[src/rtl/ysyx_22050243_lsu_if.sv]
`default_nettype none
// ============================================================================
// Module     : ysyx_22050243_lsu_if
// Description: Bundles the EXU-side input handshake, memory bus and writeback
//              handshake of the load/store unit.
// Revision   : 1.0 - initial release
// ============================================================================
interface ysyx_22050243_lsu_if #(
    parameter int WIDTH = 64
);
    // Instruction handshake from execute
    logic               in_valid;
    logic               in_ready;
    logic               in_mem;
    logic [3:0]         in_op;
    logic [WIDTH-1:0]   in_addr;
    logic [WIDTH-1:0]   in_wdata;
    logic [4:0]         in_rd;
    // Memory bus
    logic               mem_req;
    logic               mem_we;
    logic [WIDTH-1:0]   mem_addr;
    logic [WIDTH-1:0]   mem_wdata;
    logic [WIDTH/8-1:0] mem_wmask;
    logic               mem_gnt;
    logic               mem_rvalid;
    logic [WIDTH-1:0]   mem_rdata;
    // Writeback handshake
    logic               out_valid;
    logic               out_ready;
    logic [WIDTH-1:0]   out_data;
    logic [4:0]         out_rd;
    logic               out_misalign;

    // The LSU itself
    modport slave (
        input  in_valid, in_mem, in_op, in_addr, in_wdata, in_rd,
        output in_ready,
        output mem_req, mem_we, mem_addr, mem_wdata, mem_wmask,
        input  mem_gnt, mem_rvalid, mem_rdata,
        output out_valid, out_data, out_rd, out_misalign,
        input  out_ready
    );

    // The surrounding pipeline / bus environment
    modport master (
        output in_valid, in_mem, in_op, in_addr, in_wdata, in_rd,
        input  in_ready,
        input  mem_req, mem_we, mem_addr, mem_wdata, mem_wmask,
        output mem_gnt, mem_rvalid, mem_rdata,
        input  out_valid, out_data, out_rd, out_misalign,
        output out_ready
    );
endinterface
`default_nettype wire

[src/rtl/ysyx_22050243_lsu.sv]
`default_nettype none
// ============================================================================
// Module     : ysyx_22050243_lsu
// Description: Non-pipelined load/store stage: one aligned bus access per
//              instruction, load extraction/extension, result to writeback.
// Revision   : 1.0 - initial release
// ============================================================================
module ysyx_22050243_lsu #(
    parameter int WIDTH = 64
) (
    input  logic                      clk,
    input  logic                      rst,
    ysyx_22050243_lsu_if.slave        lsu_io
);
    localparam int NBYTES = WIDTH / 8;
    localparam int OFFW   = $clog2(NBYTES);

    typedef enum logic [1:0] {
        S_IDLE = 2'd0,
        S_REQ  = 2'd1,
        S_WAIT = 2'd2,
        S_RESP = 2'd3
    } state_e;

    state_e             state_q, state_d;
    logic [3:0]         op_q, op_d;
    logic [WIDTH-1:0]   addr_q, addr_d;
    logic [WIDTH-1:0]   wdata_q, wdata_d;
    logic [WIDTH-1:0]   data_q, data_d;
    logic [4:0]         rd_q, rd_d;
    logic               misalign_q, misalign_d;

    logic               in_misalign;
    logic [OFFW-1:0]    off;
    logic [WIDTH-1:0]   rshift;
    logic [WIDTH-1:0]   load_val;
    logic [NBYTES-1:0]  mask_base;

    always_comb begin
        in_misalign = 1'b0;
        case (lsu_io.in_op[1:0])
            2'd1:    in_misalign = lsu_io.in_addr[0];
            2'd2:    in_misalign = |lsu_io.in_addr[1:0];
            2'd3:    in_misalign = |lsu_io.in_addr[OFFW-1:0];
            default: in_misalign = 1'b0;
        endcase
    end

    assign off    = addr_q[OFFW-1:0];
    assign rshift = lsu_io.mem_rdata >> {off, 3'b000};

    // op[2] selects zero extension; doublewords have nothing to extend
    always_comb begin
        load_val = rshift;
        case (op_q[1:0])
            2'd0: load_val = {{(WIDTH-8){~op_q[2] & rshift[7]}},   rshift[7:0]};
            2'd1: load_val = {{(WIDTH-16){~op_q[2] & rshift[15]}}, rshift[15:0]};
            2'd2: load_val = {{(WIDTH-32){~op_q[2] & rshift[31]}}, rshift[31:0]};
            default: load_val = rshift;
        endcase
    end

    always_comb begin
        mask_base = NBYTES'(8'hFF);
        case (op_q[1:0])
            2'd0:    mask_base = NBYTES'(8'h01);
            2'd1:    mask_base = NBYTES'(8'h03);
            2'd2:    mask_base = NBYTES'(8'h0F);
            default: mask_base = NBYTES'(8'hFF);
        endcase
    end

    always_ff @(posedge clk) begin
        if (rst) begin
            state_q    <= S_IDLE;
            op_q       <= 4'd0;
            addr_q     <= '0;
            wdata_q    <= '0;
            data_q     <= '0;
            rd_q       <= 5'd0;
            misalign_q <= 1'b0;
        end else begin
            state_q    <= state_d;
            op_q       <= op_d;
            addr_q     <= addr_d;
            wdata_q    <= wdata_d;
            data_q     <= data_d;
            rd_q       <= rd_d;
            misalign_q <= misalign_d;
        end
    end

    always_comb begin
        state_d    = state_q;
        op_d       = op_q;
        addr_d     = addr_q;
        wdata_d    = wdata_q;
        data_d     = data_q;
        rd_d       = rd_q;
        misalign_d = misalign_q;

        lsu_io.in_ready     = (state_q == S_IDLE);
        lsu_io.mem_req      = 1'b0;
        lsu_io.mem_we       = 1'b0;
        lsu_io.mem_addr     = {addr_q[WIDTH-1:OFFW], {OFFW{1'b0}}};
        lsu_io.mem_wdata    = wdata_q << {off, 3'b000};
        lsu_io.mem_wmask    = '0;
        lsu_io.out_valid    = 1'b0;
        lsu_io.out_data     = data_q;
        lsu_io.out_rd       = rd_q;
        lsu_io.out_misalign = misalign_q;

        case (state_q)
            S_IDLE: begin
                if (lsu_io.in_valid) begin
                    op_d       = lsu_io.in_op;
                    addr_d     = lsu_io.in_addr;
                    wdata_d    = lsu_io.in_wdata;
                    misalign_d = 1'b0;
                    if (!lsu_io.in_mem) begin
                        data_d  = lsu_io.in_addr;
                        rd_d    = lsu_io.in_rd;
                        state_d = S_RESP;
                    end else if (in_misalign) begin
                        data_d     = '0;
                        rd_d       = 5'd0;
                        misalign_d = 1'b1;
                        state_d    = S_RESP;
                    end else begin
                        // Stores report rd=0 and data=0; loads overwrite data in WAIT
                        data_d  = '0;
                        rd_d    = lsu_io.in_op[3] ? 5'd0 : lsu_io.in_rd;
                        state_d = S_REQ;
                    end
                end
            end
            S_REQ: begin
                lsu_io.mem_req = 1'b1;
                lsu_io.mem_we  = op_q[3];
                if (lsu_io.mem_gnt) begin
                    state_d = op_q[3] ? S_RESP : S_WAIT;
                end
            end
            S_WAIT: begin
                if (lsu_io.mem_rvalid) begin
                    data_d  = load_val;
                    state_d = S_RESP;
                end
            end
            S_RESP: begin
                lsu_io.out_valid = 1'b1;
                if (lsu_io.out_ready) begin
                    state_d = S_IDLE;
                end
            end
            default: state_d = S_IDLE;
        endcase

        // Bus request and result valid are withdrawn as soon as reset is seen
        if (rst) begin
            lsu_io.mem_req   = 1'b0;
            lsu_io.mem_we    = 1'b0;
            lsu_io.out_valid = 1'b0;
        end
        lsu_io.mem_wmask = lsu_io.mem_we ? (mask_base << off) : '0;
    end
endmodule
`default_nettype wire

[src/flat_wrapper.sv]
// flat-port wrapper written by rule: the top's interface ports become plain ports
module ysyx_22050243_lsu_flat 
#(
    parameter int WIDTH = 64
)
  (clk, rst, lsu_io_in_valid, lsu_io_in_mem, lsu_io_in_op, lsu_io_in_addr, lsu_io_in_wdata, lsu_io_in_rd, lsu_io_in_ready, lsu_io_mem_req, lsu_io_mem_we, lsu_io_mem_addr, lsu_io_mem_wdata, lsu_io_mem_wmask, lsu_io_mem_gnt, lsu_io_mem_rvalid, lsu_io_mem_rdata, lsu_io_out_valid, lsu_io_out_data, lsu_io_out_rd, lsu_io_out_misalign, lsu_io_out_ready);
  ysyx_22050243_lsu_if #(.WIDTH(WIDTH)) lsu_io_i ();
  input  logic clk;
  input  logic rst;
  input wire logic [$bits(lsu_io_i.in_valid)-1:0] lsu_io_in_valid;
  input wire logic [$bits(lsu_io_i.in_mem)-1:0] lsu_io_in_mem;
  input wire logic [$bits(lsu_io_i.in_op)-1:0] lsu_io_in_op;
  input wire logic [$bits(lsu_io_i.in_addr)-1:0] lsu_io_in_addr;
  input wire logic [$bits(lsu_io_i.in_wdata)-1:0] lsu_io_in_wdata;
  input wire logic [$bits(lsu_io_i.in_rd)-1:0] lsu_io_in_rd;
  output wire logic [$bits(lsu_io_i.in_ready)-1:0] lsu_io_in_ready;
  output wire logic [$bits(lsu_io_i.mem_req)-1:0] lsu_io_mem_req;
  output wire logic [$bits(lsu_io_i.mem_we)-1:0] lsu_io_mem_we;
  output wire logic [$bits(lsu_io_i.mem_addr)-1:0] lsu_io_mem_addr;
  output wire logic [$bits(lsu_io_i.mem_wdata)-1:0] lsu_io_mem_wdata;
  output wire logic [$bits(lsu_io_i.mem_wmask)-1:0] lsu_io_mem_wmask;
  input wire logic [$bits(lsu_io_i.mem_gnt)-1:0] lsu_io_mem_gnt;
  input wire logic [$bits(lsu_io_i.mem_rvalid)-1:0] lsu_io_mem_rvalid;
  input wire logic [$bits(lsu_io_i.mem_rdata)-1:0] lsu_io_mem_rdata;
  output wire logic [$bits(lsu_io_i.out_valid)-1:0] lsu_io_out_valid;
  output wire logic [$bits(lsu_io_i.out_data)-1:0] lsu_io_out_data;
  output wire logic [$bits(lsu_io_i.out_rd)-1:0] lsu_io_out_rd;
  output wire logic [$bits(lsu_io_i.out_misalign)-1:0] lsu_io_out_misalign;
  input wire logic [$bits(lsu_io_i.out_ready)-1:0] lsu_io_out_ready;
  assign lsu_io_i.in_valid = lsu_io_in_valid;
  assign lsu_io_i.in_mem = lsu_io_in_mem;
  assign lsu_io_i.in_op = lsu_io_in_op;
  assign lsu_io_i.in_addr = lsu_io_in_addr;
  assign lsu_io_i.in_wdata = lsu_io_in_wdata;
  assign lsu_io_i.in_rd = lsu_io_in_rd;
  assign lsu_io_in_ready = lsu_io_i.in_ready;
  assign lsu_io_mem_req = lsu_io_i.mem_req;
  assign lsu_io_mem_we = lsu_io_i.mem_we;
  assign lsu_io_mem_addr = lsu_io_i.mem_addr;
  assign lsu_io_mem_wdata = lsu_io_i.mem_wdata;
  assign lsu_io_mem_wmask = lsu_io_i.mem_wmask;
  assign lsu_io_i.mem_gnt = lsu_io_mem_gnt;
  assign lsu_io_i.mem_rvalid = lsu_io_mem_rvalid;
  assign lsu_io_i.mem_rdata = lsu_io_mem_rdata;
  assign lsu_io_out_valid = lsu_io_i.out_valid;
  assign lsu_io_out_data = lsu_io_i.out_data;
  assign lsu_io_out_rd = lsu_io_i.out_rd;
  assign lsu_io_out_misalign = lsu_io_i.out_misalign;
  assign lsu_io_i.out_ready = lsu_io_out_ready;
  ysyx_22050243_lsu #(.WIDTH(WIDTH)) u_core (.clk(clk), .rst(rst), .lsu_io(lsu_io_i));
endmodule
[config.mk]
export PLATFORM = sky130hd
export DESIGN_NAME = ysyx_22050243_lsu_flat
export DESIGN_NICKNAME = d
export VERILOG_FILES = /design/src/rtl/ysyx_22050243_lsu_if.sv /design/src/rtl/ysyx_22050243_lsu.sv /design/src/flat_wrapper.sv
export SDC_FILE = /design/constraint.sdc
export NUM_CORES = 1
export LEC_CHECK = 0
export CAP_MARGIN = 40
export CORE_MARGIN = 2
export CORE_UTILIZATION = 42
export DETAILED_ROUTE_END_ITERATION = 16
export PLACE_DENSITY = 0.77
export SLEW_MARGIN = 20
export SYNTH_ARGS = -nofsm -noshare
export SYNTH_HDL_FRONTEND = slang
export SYNTH_SLANG_ARGS = --single-unit
[constraint.sdc]
create_clock -name clk -period 2.41 [get_ports clk]
set_input_delay 0.482 -clock clk [delete_from_list [all_inputs] [get_ports clk]]
set_output_delay 0.482 -clock clk [all_outputs]
set_load 0.01 [all_outputs]
* Word level (Yosys, flattened, before mapping)
Index checks and enable logic that the tools add are counted.
Cells by class: shift operators 3, muxes and demuxes 27, reduce and logical (&&, ||, !) cells 8, eq/ne operators 12, bitwise logic cells 4
Operator list (number):
- $mux 64 | 3
- $pmux 64 s3 | 1
- $pmux 64 s2 | 1
- $shl 64x6->64 | 1
- $shr 64x6->64 | 1
- $pmux 8 s3 | 1
- $mux 5 | 3
- $mux 2 | 6
- $eq 2x2->1 const B | 5
- $mux 1 | 9
- $mux 8 | 1
- $ne 2x2->1 const B | 4
- $pmux 2 s4 | 1
- $shl 8x3->8 | 1
- $eq 2x1->1 const B | 3
- $logic_not 2->1 | 2
- $reduce_and 4->1 | 1
- $and 1x1->1 | 3
- $pmux 1 s3 | 1
- $reduce_and 3->1 | 1
- $reduce_or 3->1 | 1
- $reduce_and 2->1 | 1
- $reduce_bool 2->1 | 1
- $reduce_or 2->1 | 1
- $not 1->1 | 1
Storage, ports and cells: flip-flop bits (word level) 204, logic and storage cells 61, output and inout port bits 210

* Depth between registers and ports, before layout
Gate-level depths: netlist of run 1.
word-level depth 6, gate-level depth with buffers 10, mapped depth without buffers 7

* Least setup slack after synthesis of run 1
No wires, ideal clock.
path kind reg-to-output, start register u_core.addr_q[1], end output lsu_io_mem_wmask[6], required time 1.928 ns, slack -0.099 ns, path buffers 5, arrival time 2.027 ns, stages on the path, launching flop included 9, cells stage by stage dfxtp_1 buf_4 buf_2 buf_2 buf_2 buf_2 nand2_1 nand2_1 a2111oi_0
Between the ends: longest elaborated chain between the ends 2
Ends and longest elaborated chain:
- from (decl) | RTL line ysyx_22050243_lsu.sv:27 | logic [WIDTH-1:0] addr_q, addr_d;
- from (signal assigned) | RTL line ysyx_22050243_lsu.sv:85 | addr_q <= addr_d;
- $shl 8x3->8 | RTL line ysyx_22050243_lsu.sv:165 | lsu_io.mem_wmask = lsu_io.mem_we ? (mask_base << off) : '0;
- $mux 8 | RTL line ysyx_22050243_lsu.sv:165
- to (decl) | RTL line flat_wrapper.sv:21 | output wire logic [$bits(lsu_io_i.mem_wmask)-1:0] lsu_io_mem_wmask;
No other way between the ends.

* Worst setup path after layout of run 1
start register u_core.addr_q[1], end output lsu_io_mem_wdata[56]
Between the ends: longest elaborated chain between the ends 1
Ends and longest elaborated chain:
- $shl 64x6->64 | RTL line ysyx_22050243_lsu.sv:106 | lsu_io.mem_wdata = wdata_q << {off, 3'b000};
- to (decl) | RTL line flat_wrapper.sv:20 | output wire logic [$bits(lsu_io_i.mem_wdata)-1:0] lsu_io_mem_wdata;
No other way between the ends.

==> results of run 1 <==
[final timing paths]
path,from,end,slack [ns],cells past startpoint
worst max-delay path,u_core.addr_q[1],lsu_io_mem_wdata[56],-0.17,7
worst min-delay path,u_core.addr_q[8],u_core.addr_q[8],0.45,2
worst max register to register,u_core.addr_q[1],u_core.lsu_io.out_data[38],0.08,11
worst min register to register,u_core.addr_q[8],u_core.addr_q[8],0.45,2
[layer usage]
layer | vias up | GRT usage | wire (um)
met5 | - | 0 | 41
li1 | 6478 | - | -
met4 | 6 | 0.181 | 3670
met1 | 6863 | 0.382 | 20600
met3 | 219 | 0.0715 | 5200
met2 | 858 | 0.579 | 27000
[cell type report]
| class | instances | area [um^2] |
|---|---|---|
| clock buffers | 37 | 701 |
| flip-flops and latches | 204 | 4100 |
| repair buffers | 629 | 6310 |
| multi-input cells | 1159 | 8200 |
| clock inverters | 6 | 60.1 |
| fillers | 2296 | 9550 |
| inverters | 18 | 67.6 |
| well taps | 390 | 488 |
| diodes | 3 | 7.51 |
[state kept, by name, summed over array words and instances (netlist names)]
| name | cells |
|---|---|
| u_core.addr_q | 64 |
| u_core.lsu_io.out_data | 64 |
| u_core.lsu_io.out_misalign | 1 |
| u_core.lsu_io.out_rd | 5 |
| u_core.op_q | 4 |
| u_core.state_q | 2 |
| u_core.wdata_q | 64 |
[per-stage QoR]
stage / cell area (um^2) / TNS (ns)
after floorplan: 12500 / 0
after CTS: 19200 / -3.18
final: 19900 / -2.21
after global placement: 17300 / -7.35
after detailed placement: 17300 / -8.34
after global routing: 19900 / -4.28
[where the power goes]
part,leakage (nW),internal (mW),switching (mW)
Clock,0.366,2.10,1.52
Combinational,5.37,5.15,5.74
Sequential,1.67,4.17,0.677
Total,7.41,11.4,7.93
[logic make-up (layout without fill, tap and decap cells)]
group,count (synthesis),count (layout)
other,1,6
AOI/OAI and AO/OA,494,494
muxes,147,147
DFF,204,204
adders and majority gates,4,4
and+or+nand+nor,511,511
buffers and inverters,228,690
[worst max-delay path: stages (launching register included)]
cell and delay, ns:
dfxtp_4 0.40, buf_6 0.15, buf_6 0.13, nor2b_1 0.26, a211oi_4 0.09, a211o_1 0.29, o21ai_2 0.10, buf_6 0.15
[cells in the final DEF, fill, tap and decap left out, drive strengths merged, types with 7 or more instances in the layout]
cell type and n:
o211ai 9, nor3 11, a211o 7, and2 16, mux4 33, or3 9, clkbuf 44, o21a 9
dfxtp 204, a311oi 10, o311ai 8, o31ai 8, nand2 350, a21oi 255, o22ai 25, o2bb2ai 9
mux2i 79, clkdlybuf4s50 339, nand2b 9, a211oi 51, a22oi 40, o21ai 38, buf 276, nor2 93
mux2 35, nor2b 15, inv 18, a221oi 10
[repair_timing]
item | 4_1_cts | 5_1_grt
endpoints found under the hold margin | 0 | 0
setup endpoints to repair | 117 | 111
setup buffers | 52 | 22
hold buffers | 0 | 0
pin swaps | 35 | 42
gates cloned | 10 | 5
gates resized for setup | 490 | 123
==> results.md, run 1 <==
- Slew at the pin with the worst max-slew slack: 0.879 ns
- Root Driver: clkbuf_16
- Final WL: 56.5 mm
- CTS tree: built
- H-tree levels: 1
- Final setup viols: 34
- Largest net degree at the start of global routing: 127
- CTS Buf Count: 24
- Core area: 29500 um^2
- Post-route DRC: 0
- Vias per inst: 5.90
- HP Class: reg2reg
- Clk sinks: 204
- Worst Setup Start Kind: flip-flop
- Tcrit/Tclk final: 1.07
- Crit. End Element: primary output
- DPL Wire Length: 39.0 mm
- Dominant synthesized flop cell: dfxtp_1
- Leakage: 7.41 nW
- CTS Buffer Depth: 3
- RSZ-0062 raised after global routing: true
- Post-synthesis cell area: 12500 um^2
- I/O Pins: 418
- Num rows: 63
- Total global routing overflow: 0
- Pre-CTS setup slack: -0.261 ns
- PortBufs: 414
- Worst rel slew slack: 0.414
- Post-synthesis adder-cell area fraction: 0.00400
- Critical path arrival: 2.10 ns
- Share of cells above drive strength 1: 0.276
- Overall Power: 19.3 mW
- XOR/XNOR Fraction of Synth Area: 0
- Vias in the first global route: 13900
- Clock transition at the registers of the reported paths: 0.06 ns
- Die Area: 31200 um^2
- Synth Area in Compound Gates: 0.254
- Layout Cells excl Fill: 2446
- Max VDD drop: 0.590 mV
- Starting DRT DRC Count: 1161
- Post-DRT Antenna Nets: 0
- Global-route wire length before repair: 80.6 mm
- Gp weighted congestion: 0.977
- Crit path max fanout: 7
- Yosys cell types: 54
- FF+latch count, synth: 204
- Die Span X: 177 um
- Initial core utilization: 0.424
- Post-synthesis simple-gate area fraction: 0.167
- Final Hold Fails: 0
- Most frequent cell after synthesis: nand2_1
- CP required: 1.93 ns
- Fin. max-slew vios: 0
- Max cap viols: 0
- Gr usage total: 0.334
- Final min period: 2.58 ns
- Post-synth top area cell: dfxtp_1
- Final Skew: 0.0148 ns
- Utilization after layout: 0.676
- WS Path Type: reg2out
- Die Height: 177 um
- Failing checks: negative setup slack
- Commonest cells post-synth: nand2_1 (350), a21oi_1 (255), dfxtp_1 (204)
- Post-synthesis cell count: 1589
- Syn. warnings: 0
- Status: finished with violations
- Post-synthesis async set-or-reset flop share: 0
- F_max: 0.387 GHz
- Area Growth Syn to Fin: 59.4%
- Multiplexer share of the synthesized area: 0.154
- WL per Instance: 23.1 um
- Sequential cell area fraction in the yosys report: 0.327
- Placed cells: 2322
- P per Cell Area: 971 nW/um^2
- Final Worst Setup Slack: -0.174 ns
- Synth top area share: 0.327
- Syn Area/Cell: 7.87 um^2
- Ranking of synthesized cells by area: dfxtp_1 (33%), nand2_1 (11%), a21oi_1 (10%)
- Main combinational cell family by area after synthesis: compound AO/OA/AOI/OAI gates
- Clock Latency Late Sink: 0.53 ns
- Min Hold Slack: 0.454 ns
- Net count, final: 2248
- Initial antenna violation count: 5
- Drt first pass iters: 5
- Post-synth EDFFs: 0
- DR vias: 14400
(Power assumes the default switching activity.)
==> run 2, diff against run 1 <==
ABC_CLOCK_PERIOD_IN_PS = 2410   (was unset)
==> results of run 2 <==
The final DEF is identical to that of run 1; final timing and power are the same.
==> run 3, diff against run 2 <==
ABC_AREA = 1   (was unset)
MAX_ROUTING_LAYER = met4   (was unset)
==> run 3 against run 2 <==
Compared with the run above:
- the run still ends with negative setup slack left
- design area is 9.1% lower
- flip-flop and latch count is the same
- routed wire length fell by 5.3%
- sequential share of layout area up 2.0 points
- combinational power grew 6%
- sequential power rose by 4%
- non-clock buffer count decreased by 112
- clock skew up 0.00060 ns
- via count is 2.6% higher
- first-iteration DRC count is 23% higher
- die area shrank 0.33%
- critical endpoint is now lsu_io_mem_wdata[51]
- largest power group unchanged
==> results.md, run 3 <==
- Cell Chain, Critical Path: inv_4 > nor2_4 > clkinvlp_4 > buf_4 > buf_6 > o22ai_2 > inv_1 > o21ai_1 > buf_2 (was buf_6 > buf_6 > nor2b_1 > a211oi_4 > a211o_1 > o21ai_2 > buf_6)
- DPL Wire Length: 38.8 mm (was 39.0 mm)
- Initial core utilization: 0.424 (about the same)
- Core area: 29400 um^2 (was 29500 um^2)
- Final WL: 53.5 mm (was 56.5 mm)
- Most frequent cell after synthesis: nand2_1 (unchanged)
- Global-route wire length before repair: 79.9 mm (was 80.6 mm)
- Tcrit/Tclk final: 1.08 (was 1.07)
- Ranking of synthesized cells by area: dfxtp_1 (33%), nand2_1 (14%), o21ai_0 (9.7%) (was dfxtp_1 (33%), nand2_1 (11%), a21oi_1 (10%))
- Die Height: 176 um (was 177 um)
- Commonest cells after routing, fill and taps aside: nand2_1 (460), clkdlybuf4s50_1 (338), nor2_1 (234) (was nand2_1 (342), clkdlybuf4s50_1 (339), a21oi_1 (237))
- Crit-path max cell delay: 0.37 ns (was 0.40 ns)
- CP max stage cell: dfxtp_4 (unchanged)
- Dominant synthesized flop cell: dfxtp_1 (unchanged)
- Area of the multi-input gates: 7230 um^2 (was 8200 um^2)
- Vias per inst: 5.43 (was 5.90)
- Area Growth Syn to Fin: 45.4% (was 59.4%)
- Part of the power in registers: 0.250 (was 0.251)
- H-tree levels: 1 (unchanged)
- Crit path max fanout: 7 (unchanged)
- Final Skew: 0.0154 ns (was 0.0148 ns)
- HP Class: reg2reg (unchanged)
- Placed cell area: 16700 um^2 (was 17300 um^2)
- RSZ-0062 raised after global routing: true (unchanged)
- CTS Buf Count: 23 (was 24)
- Largest net degree at the start of global routing: 157 (was 127)
- Sequential cell area fraction in the yosys report: 0.328 (was 0.327)
- P per Cell Area: 1120 nW/um^2 (was 971 nW/um^2)
- Switching Share: 0.441 (was 0.410)
- Max cap viols: 0 (unchanged)
- Net count, final: 2519 (was 2248)
- Post-synthesis cell area: 12500 um^2 (about the same)
- Min Hold Slack: 0.465 ns (was 0.454 ns)
- Logic pwr share: 0.571 (was 0.563)
- CP required: 1.93 ns (about the same)
- Internal power: 11.3 mW (was 11.4 mW)
- CTS tree: built (unchanged)
- Switch Pwr: 8.92 mW (was 7.93 mW)
- Worst Setup Start Kind: flip-flop (unchanged)
- Share of cells above drive strength 1: 0.136 (was 0.276)
- Total global routing overflow: 0 (unchanged)
- Flip-flop and latch area: 4100 um^2 (about the same)
- Starting DRT DRC Count: 1426 (was 1161)
- Root Driver: clkbuf_16 (unchanged)
- Post-route setup TNS: -1.92 ns (was -2.21 ns)
- Worst reg2reg setup slack: 0.10 ns (was 0.08 ns)
- Drt first pass iters: 5 (unchanged)
- Fin. max-slew vios: 0 (unchanged)
- Clock power share: 0.179 (was 0.187)
- Status: finished with violations (unchanged)
- Final min period: 2.61 ns (was 2.58 ns)
- Syn Area/Cell: 6.27 um^2 (was 7.87 um^2)
- Num rows: 63 (unchanged)
- Post-synthesis async set-or-reset flop share: 0 (unchanged)
- Post-synthesis cell count: 1987 (was 1589)
- F_max: 0.383 GHz (was 0.387 GHz)
- Gr usage total: 0.337 (was 0.334)
- Post-synth top area cell: dfxtp_1 (unchanged)
- DR vias: 14800 (was 14400)
- Leading cell type in the layout, fill and taps excluded: nand2_1 (unchanged)
- Critical path arrival: 2.13 ns (was 2.10 ns)
- Synth top area share: 0.328 (was 0.327)
- Worst rel slew slack: 0.485 (was 0.414)
- Overall Power: 20.2 mW (was 19.3 mW)
- CP startpoint: u_core.addr_q[1] (unchanged)
- Clock transition at the registers of the reported paths: 0.06 ns (about the same)
- Final Worst Setup Slack: -0.204 ns (was -0.174 ns)
- Slew at the pin with the worst max-slew slack: 0.773 ns (was 0.879 ns)
- Leakage: 7.91 nW (was 7.41 nW)
- Critical R2R Launch: u_core.addr_q[0] (was u_core.addr_q[1])
- FF-to-FF path depth: 16 (was 11)
- Vias in the first global route: 13600 (was 13900)
- Yosys cell types: 37 (was 54)
- CTS Buffer Depth: 3 (unchanged)
- Die Area: 31100 um^2 (was 31200 um^2)
- Fill cell count: 2728 (was 2296)
- Crit. End Element: primary output (unchanged)
- Post-route DRC: 0 (unchanged)
- I/O Pins: 418 (unchanged)
- WL per Instance: 19.6 um (was 23.1 um)
- Commonest cells post-synth: nand2_1 (469), nor2_1 (241), o21ai_0 (241) (was nand2_1 (350), a21oi_1 (255), dfxtp_1 (204))
- FF+latch count, synth: 204 (unchanged)
- Design area: 18100 um^2 (was 19900 um^2)
- FF-to-FF End: u_core.lsu_io.out_data[23] (was u_core.lsu_io.out_data[38])
- Final setup viols: 21 (was 34)
- Failing checks: negative setup slack (unchanged)
- Die Span X: 176 um (was 177 um)
- Clk sinks: 204 (unchanged)
- Post-DRT Antenna Nets: 0 (unchanged)
- Syn. warnings: 0 (unchanged)
- Clock Latency Late Sink: 0.52 ns (was 0.53 ns)
- PortBufs: 414 (unchanged)
- Initial antenna violation count: 8 (was 5)
- Gp weighted congestion: 0.983 (was 0.977)
- Post-synth EDFFs: 0 (unchanged)
- Setup crit end: lsu_io_mem_wdata[51] (was lsu_io_mem_wdata[56])
- WS Path Type: reg2out (unchanged)
- Max VDD drop: 0.781 mV (was 0.590 mV)
- Final Hold Fails: 0 (unchanged)
## run 3: cell types whose count changed in the layout (fill, tap and decap cells not counted), moves of 32 or more
cell,previous run,this run
nand2_1,342,460
o21ai_0,9,208
nand3_1,0,127
mux4_2,33,0
inv_1,14,102
mux2i_1,59,3
o21bai_1,0,32
a22oi_1,40,0
o21ai_1,7,65
buf_4,136,65
a21oi_1,237,150
nor2_1,78,234
buf_6,52,11
## run 3: critical path, delay by kind of cell, from the launching register on
family,cells,cell delay (ns)
buf+inv,6,0.85
flops,1,0.37
compound gates,2,0.25
simple gates,1,0.14
## run 3: worst min-delay path by stage
stage | slack, ns | depth (start not counted) | endpoint | startpoint
6_report | 0.47 | 2 | u_core.lsu_io.out_data[49] | u_core.lsu_io.out_data[49]
5_1_grt | 0.48 | 2 | u_core.lsu_io.out_data[41] | u_core.lsu_io.out_data[41]
4_1_cts | 0.46 | 2 | u_core.lsu_io.out_data[49] | u_core.lsu_io.out_data[49]
3_5_place_dp | 0.46 | 2 | u_core.lsu_io.out_data[49] | u_core.lsu_io.out_data[49]
3_3_place_gp | 0.45 | 2 | u_core.lsu_io.out_data[56] | u_core.lsu_io.out_data[56]
2_1_floorplan | 0.44 | 2 | u_core.wdata_q[23] | u_core.wdata_q[23]
## run 3: cell families (layout without fill, tap and decap cells)
group	Yosys count	after routing	synth area share
muxes	22	22	0.0177
adders and majority gates	4	4	0.00402
and+or+nand+nor	867	867	0.282
other	1	12	0.000301
AOI/OAI and AO/OA	545	545	0.235
DFF	204	204	0.328
buffers and inverters	344	678	0.133
## run 3: area by class of cell
type | instances | area share
diodes | 9 | 0.00124
inverters | 120 | 0.0264
multi-input cells | 1441 | 0.399
clock buffers | 29 | 0.0341
well taps | 390 | 0.0269
clock inverters | 12 | 0.00801
repair buffers | 517 | 0.278
flip-flops and latches | 204 | 0.226
## run 3: per-stage QoR
step,std cells,setup WS [ns],util
global placement,2643,-0.124,0.569
CTS,2703,-0.220,0.604
finish,2722,-0.204,0.616
floorplan,1989,0.449,-
global route,2721,-0.252,0.616
detailed placement,2643,-0.195,0.569
## run 3: power groups by stage
| stage | combinational, mW | sequential (mW) | clock (mW) |
|---|---|---|---|
| after detailed placement | 10.9 | 5.01 | 0 |
| final | 11.5 | 5.05 | 3.62 |
| after floorplan | 6.21 | 5.02 | 0 |
| after global routing | 12.5 | 5.14 | 3.79 |
| after CTS | 11.1 | 4.99 | 3.68 |
| after global placement | 10.8 | 4.99 | 0 |
## run 3: per-layer routing
| metal | vias up | global-route usage | part of all wire |
|---|---|---|---|
| li1 | 7109 | - | - |
| met1 | 6923 | 0.456 | 0.43 |
| met2 | 647 | 0.509 | 0.45 |
| met3 | 113 | 0.0523 | 0.081 |
| met4 | 0 | 0.118 | 0.035 |
| met5 | - | - | 0 |
## run 3: timing repair
item / in CTS / in global routing
endpoints found under the hold margin: 0 / 0
setup endpoints to repair: 75 / 119
gates cloned: 2 / 3
setup buffers: 17 / 10
pin swaps: 13 / 13
hold buffers: 0 / 0
resized for setup: 290 / 137
